## src/rtl/fpu_issue_ctrl.sv

```systemverilog
// Single-outstanding issue controller between a command/response handshake pair and a
// pipelined FPU: latches operands, pulses the request, waits with timeout, holds the response.
module fpu_issue_ctrl #(
  parameter  int EXPONENT_WIDTH = 8,
  parameter  int MANTISSA_WIDTH = 23,
  parameter  int TIMEOUT_CYCLES = 3,
  localparam int W              = EXPONENT_WIDTH + MANTISSA_WIDTH + 1
) (
  input  logic         clk,
  input  logic         rst_n,
  // upstream command
  input  logic         cmd_valid,
  output logic         cmd_ready,
  input  logic [W-1:0] cmd_a,
  input  logic [W-1:0] cmd_b,
  input  logic [2:0]   cmd_op,
  // FPU request
  output logic         fpu_valid_in,
  output logic [W-1:0] fpu_operand_a,
  output logic [W-1:0] fpu_operand_b,
  output logic [2:0]   fpu_operation,
  // FPU response
  input  logic [W-1:0] fpu_result,
  input  logic         fpu_valid_out,
  input  logic         fpu_exception,
  // downstream response
  output logic         rsp_valid,
  input  logic         rsp_ready,
  output logic [W-1:0] rsp_result,
  output logic         rsp_exception,
  output logic         rsp_timeout,
  // status
  output logic         busy,
  output logic         protocol_err,
  output logic [7:0]   timeout_cnt
);

  typedef enum logic [1:0] {
    S_IDLE  = 2'd0,
    S_ISSUE = 2'd1,
    S_WAIT  = 2'd2,
    S_RESP  = 2'd3
  } state_e;

  localparam logic [7:0] TIMEOUT_LIM = 8'(TIMEOUT_CYCLES);

  state_e       state_q;
  logic [7:0]   wait_cnt_q;
  logic         fpu_valid_in_q;
  logic [W-1:0] op_a_q;
  logic [W-1:0] op_b_q;
  logic [2:0]   op_q;
  logic         rsp_valid_q;
  logic [W-1:0] rsp_result_q;
  logic         rsp_exception_q;
  logic         rsp_timeout_q;
  logic         protocol_err_q;
  logic [7:0]   timeout_cnt_q;

  // NOTE: all state is updated with non-blocking assignments so every register
  // samples the pre-edge values of the others, regardless of statement order.
  always_ff @(posedge clk or negedge rst_n) begin
    if (!rst_n) begin
      state_q         <= S_IDLE;
      wait_cnt_q      <= 8'd0;
      fpu_valid_in_q  <= 1'b0;
      op_a_q          <= '0;
      op_b_q          <= '0;
      op_q            <= 3'd0;
      rsp_valid_q     <= 1'b0;
      rsp_result_q    <= '0;
      rsp_exception_q <= 1'b0;
      rsp_timeout_q   <= 1'b0;
      protocol_err_q  <= 1'b0;
      timeout_cnt_q   <= 8'd0;
    end else begin
      fpu_valid_in_q <= 1'b0;
      // A response outside WAIT has no owner: drop the data, remember the violation.
      if (fpu_valid_out && (state_q != S_WAIT)) begin
        protocol_err_q <= 1'b1;
      end

      case (state_q)
        S_IDLE: begin
          if (cmd_valid) begin
            op_a_q         <= cmd_a;
            op_b_q         <= cmd_b;
            op_q           <= cmd_op;
            fpu_valid_in_q <= 1'b1;
            state_q        <= S_ISSUE;
          end
        end

        S_ISSUE: begin
          wait_cnt_q <= 8'd1;
          state_q    <= S_WAIT;
        end

        S_WAIT: begin
          if (fpu_valid_out) begin
            rsp_result_q    <= fpu_result;
            rsp_exception_q <= fpu_exception;
            rsp_timeout_q   <= 1'b0;
            rsp_valid_q     <= 1'b1;
            state_q         <= S_RESP;
          end else if (wait_cnt_q == TIMEOUT_LIM) begin
            rsp_result_q    <= '0;
            rsp_exception_q <= 1'b1;
            rsp_timeout_q   <= 1'b1;
            rsp_valid_q     <= 1'b1;
            state_q         <= S_RESP;
            if (timeout_cnt_q != 8'hFF) begin
              timeout_cnt_q <= timeout_cnt_q + 8'd1;
            end
          end else begin
            wait_cnt_q <= wait_cnt_q + 8'd1;
          end
        end

        S_RESP: begin
          if (rsp_ready) begin
            rsp_valid_q <= 1'b0;
            state_q     <= S_IDLE;
          end
        end

        default: state_q <= S_IDLE;
      endcase
    end
  end

  assign cmd_ready     = (state_q == S_IDLE);
  assign busy          = (state_q != S_IDLE);
  assign fpu_valid_in  = fpu_valid_in_q;
  assign fpu_operand_a = op_a_q;
  assign fpu_operand_b = op_b_q;
  assign fpu_operation = op_q;
  assign rsp_valid     = rsp_valid_q;
  assign rsp_result    = rsp_result_q;
  assign rsp_exception = rsp_exception_q;
  assign rsp_timeout   = rsp_timeout_q;
  assign protocol_err  = protocol_err_q;
  assign timeout_cnt   = timeout_cnt_q;

endmodule

```

## config.mk

```make
export PLATFORM = sky130hd
export DESIGN_NAME = fpu_issue_ctrl
export DESIGN_NICKNAME = d
export VERILOG_FILES = /design/src/rtl/fpu_issue_ctrl.sv
export SDC_FILE = /design/constraint.sdc
export NUM_CORES = 1
export LEC_CHECK = 0
export ABC_AREA = 1
export CAP_MARGIN = 40
export CORE_MARGIN = 5
export CORE_UTILIZATION = 55
export DETAILED_ROUTE_END_ITERATION = 8
export DONT_BUFFER_PORTS = 1
export PLACE_DENSITY = 0.7
export SYNTH_ARGS = -nofsm -noshare
export SYNTH_HDL_FRONTEND = slang
export SYNTH_SLANG_ARGS = --single-unit
```

## constraint.sdc

```tcl
create_clock -name clk -period 2.5 [get_ports clk]
set_input_delay 0.75 -clock clk [delete_from_list [all_inputs] [get_ports clk]]
set_output_delay 0.75 -clock clk [all_outputs]
set_load 0.01 [all_outputs]
```

Word level (Yosys, flattened, before mapping). Index checks and enable logic that the tools add are counted.

Add/sub/neg operators: 2. Equality and inequality tests: 11. Muxes and demuxes: 18. Bitwise logic cells: 1. Reduce and logical (&&, ||, !) cells: 12.

Operator list (number): $mux 32 (2); $add 8x1->8 const B (2); $mux 8 (2); $pmux 8 s2 (1); $ne 2x2->1 const B (5); $reduce_and 3->1 (3); $eq 8x2->1 const B (1); $mux 2 (4); $ne 8x8->1 const B (1); $pmux 2 s4 (1); $reduce_bool 2->1 (4); $mux 1 (7); $eq 2x2->1 const B (2); $reduce_and 2->1 (2); $reduce_and 4->1 (1); $ne 3x3->1 const B (1); $eq 2x1->1 const B (1); $logic_not 2->1 (1); $pmux 1 s2 (1); $logic_and 1x1->1 (1); $not 1->1 (1).

Register bits after elaboration: 122. Bits of input ports: 105. Output and inout port bits: 114. Word-level logic and storage cells: 56.

Depth between registers and ports, before layout.
Depth in word-level cells: 4. Mapped depth: 9. Mapped depth without buffers: 9.

Least setup slack after synthesis. Ideal clock, no wire load.

Kind: register to output. From: register state_q[0]. To: output busy. Arrival: 808 ps. Data required time: 1750 ps. Slack: 942 ps. Cell stages (with the launch flop): 4. Buffers on the path: 0. Cells stage by stage: dfrtp_1 -> inv_1 -> ha_1 -> inv_1.

Cells in the longest elaborated chain, start to end: 1.

RTL lines: start: declaration (line 47) `state_e state_q;`; start signal: assignment (line 64) `state_q <= S_IDLE;`; start signal: assignment (line 90) `state_q <= S_ISSUE;`; start signal: assignment (line 96) `state_q <= S_WAIT;`; $reduce_bool 2->1 (line 133) `assign busy = (state_q != S_IDLE);`; end: declaration (line 33) `output logic busy,`.

No other way between the ends.

Worst setup path in the final report. Ends and elaborated chain as after synthesis.

==> flow_summary.json <==
{
  "fin_nets": 720,
  "rows": 35,
  "stdcell_count": 731,
  "final_hold_viol_count": 122,
  "cts.path.max_buffers": 2,
  "setup_violations": 0,
  "drc_errors": 0,
  "yosysSeqAreaShare": 0.595,
  "fin_hold_ws_ps": -56.8,
  "grt_pass1_wl_um": 20300,
  "drtIter0Drc": 307,
  "use_met1": 0.269,
  "h-tree-depth": 4,
  "seq_power_share": 0.499,
  "synth_nets": 719,
  "grt_overflow": 0,
  "arrival_ps": 1440,
  "cts_root_buf": "clkbuf_8",
  "fmax_mhz": 457,
  "ant_nets": 0,
  "die-area_um2": 11400,
  "avgViaCountPerCell": 5.31,
  "internal_power_mw": 4.76,
  "busiest_layer": "met2",
  "crit_path_end_kind": "output port",
  "place_inst": 700,
  "syn-cell-area_um2": 5130,
  "grt_setup_unrepaired": "false",
  "postCtsSetupRepairBufs": 0,
  "peakVddDrop_uv": 633,
  "clock_latency_ps": 500,
  "synth_top_cell_area_share": 0.595,
  "ys_types": 24,
  "cts_made_buffers": 17,
  "cts_tree": "done",
  "tns_ps": 0,
  "critPathKind": "reg -> out",
  "num_io_pins": 219,
  "hold_class": "in -> async",
  "fin_ws_ps": 310,
  "min_period_ps": 2190,
  "cts.sink_count": 122,
  "place_area_um2": 5210,
  "violations": "hold timing",
  "grt_use_met3": 0.104,
  "die_w_um": 107,
  "antenna_cells": 0,
  "worst_pin_slew_ps": 640,
  "power_frac_clock": 0.288,
  "grt_max_degree": 123,
  "synthTopCellsByArea": "dfrtp_1 60%, nand2_1 24%, nand3_1 4.3%",
  "final_common_cell": "nand2_1",
  "use_met2": 0.364,
  "crit_fanout": 4,
  "gp_congestion": 0.930,
  "layout_common_cells": "331 x nand2_1, 122 x dfrtp_1, 44 x nand3_1, 23 x inv_1, 19 x nor2_1",
  "place_ws_ps": 762,
  "yosys.area.top_type": "dfrtp_1",
  "worst_setup_path_start_kind": "flop",
  "clkTransAtPathRegs_ps": 60,
  "cts_resized": 0,
  "grt_util_all_layers": 0.226,
  "share_comb_of_total_power": 0.214,
  "slew_violations": 0,
  "first_global_vias": 4046,
  "hpwl_um": 8550,
  "synthToLayoutAreaGrowth_pct": 12.1,
  "avgSynthCellArea_um2": 8.45,
  "fillers": 757,
  "synth-seq-cells": 122,
  "yosysWarnings": 0,
  "wl_per_cell_um": 17.0,
  "status": "finished, violations left",
  "initial_core_util": 0.560,
  "postLayoutCellArea_um2": 5750,
  "port_buffers": 0,
  "netSwitchingPower_mw": 2.93,
  "crit_required_ps": 1750,
  "core_area_um2": 9150,
  "synth_cells": 607,
  "wl_um": 12400,
  "relSlewSlack": 0.572,
  "drive_above_1_share": 0.0758,
  "maxCapViolations": 0,
  "power_density_nw_per_um2": 1340,
  "vias": 3884,
  "die_h_um": 107,
  "skew_ps": 10.2,
  "p_sw_frac": 0.381,
  "drt_first_pass_iters": 4,
  "antenna_found_initial": 0,
  "finalCritPeriodShare": 0.876,
  "leakage_nw": 3.12
}
-- worst max-delay path, cell delays in order (launching register included) --
cell     delay [ps]
dfrtp_1         410
inv_1           120
ha_1            280
inv_1           130
-- cells in the mapped netlist --
library cell	number
xor2_1	7
o21ai_0	10
nand3_1	44
nor2_4	4
inv_2	2
clkbuf_1	11
xnor2_1	1
o21bai_1	1
nor3_1	2
clkinv_1	1
nand2_2	2
a22oi_1	1
or2_2	2
nand4_1	2
nor2_1	19
inv_1	23
ha_1	7
buf_6	1
nand2_1	332
dfrtp_1	122
a21oi_2	1
a21oi_1	1
buf_2	9
buf_4	2
-- power by group through the flow --
stage	clock (mW)	combinational [mW]	sequential, mW
2_1_floorplan	0	1.37	3.61
3_3_place_gp	0	1.57	3.86
3_5_place_dp	0	1.67	3.86
4_1_cts	2.25	1.66	3.85
5_1_grt	2.36	1.98	3.94
6_report	2.21	1.64	3.83
-- flip-flops by register name, indices dropped and copies added, names as in the netlist --
register / count
fpu_valid_in: 1
fpu_operand_a: 32
rsp_valid: 1
fpu_operand_b: 32
rsp_timeout: 1
rsp_result: 32
state_q: 2
fpu_operation: 3
protocol_err: 1
wait_cnt_q: 8
timeout_cnt: 8
rsp_exception: 1
-- cells by family (layout without fill, tap and decap cells) --
logic type,count (synthesis),count (layout),synth area share
xor+xnor,8,8,0.0137
compound gates,14,14,0.0154
flops,122,122,0.595
buf+inv,49,62,0.0410
simple gates,407,407,0.318
fa+ha+maj,7,7,0.0171
-- cell type report --
cell class              instances  area, um2  area share
well taps                     111        139      0.0241
repair buffers                  5       50.0     0.00870
inverters                      26       97.6      0.0170
multi-input cells             436       1870       0.325
clock inverters                11       97.6      0.0170
flip-flops and latches        122       3050       0.531
clock buffers                  20        445      0.0774
-- through the flow --
step	hold slack, ps	util	total power, mW
CTS	-77.3	0.628	7.77
finish	-56.8	0.628	7.69
detailed placement	457	0.569	5.53
global placement	457	0.569	5.43
floorplan	454	-	4.99
global route	-85.8	0.628	8.28
-- per-layer routing --
metal,vias up,routed length [um]
met1,1803,4650
met3,18,1420
met5,-,0
met2,199,6080
met4,0,240
li1,1864,-
-- final timing paths --
path	start	endpoint	slack (ps)	cells past startpoint
max reg2reg	state_q[0]	fpu_operand_b[28]	740	6
min	rst_n	timeout_cnt[5]	-60	0
max in group asynchronous	rst_n	fpu_operand_a[22]	2420	0
max	state_q[0]	busy	310	3
min in group clk	cmd_b[17]	fpu_operand_b[17]	360	2
min reg2reg	wait_cnt_q[1]	wait_cnt_q[1]	500	2
Note: power is estimated with default switching activity, not from simulation.
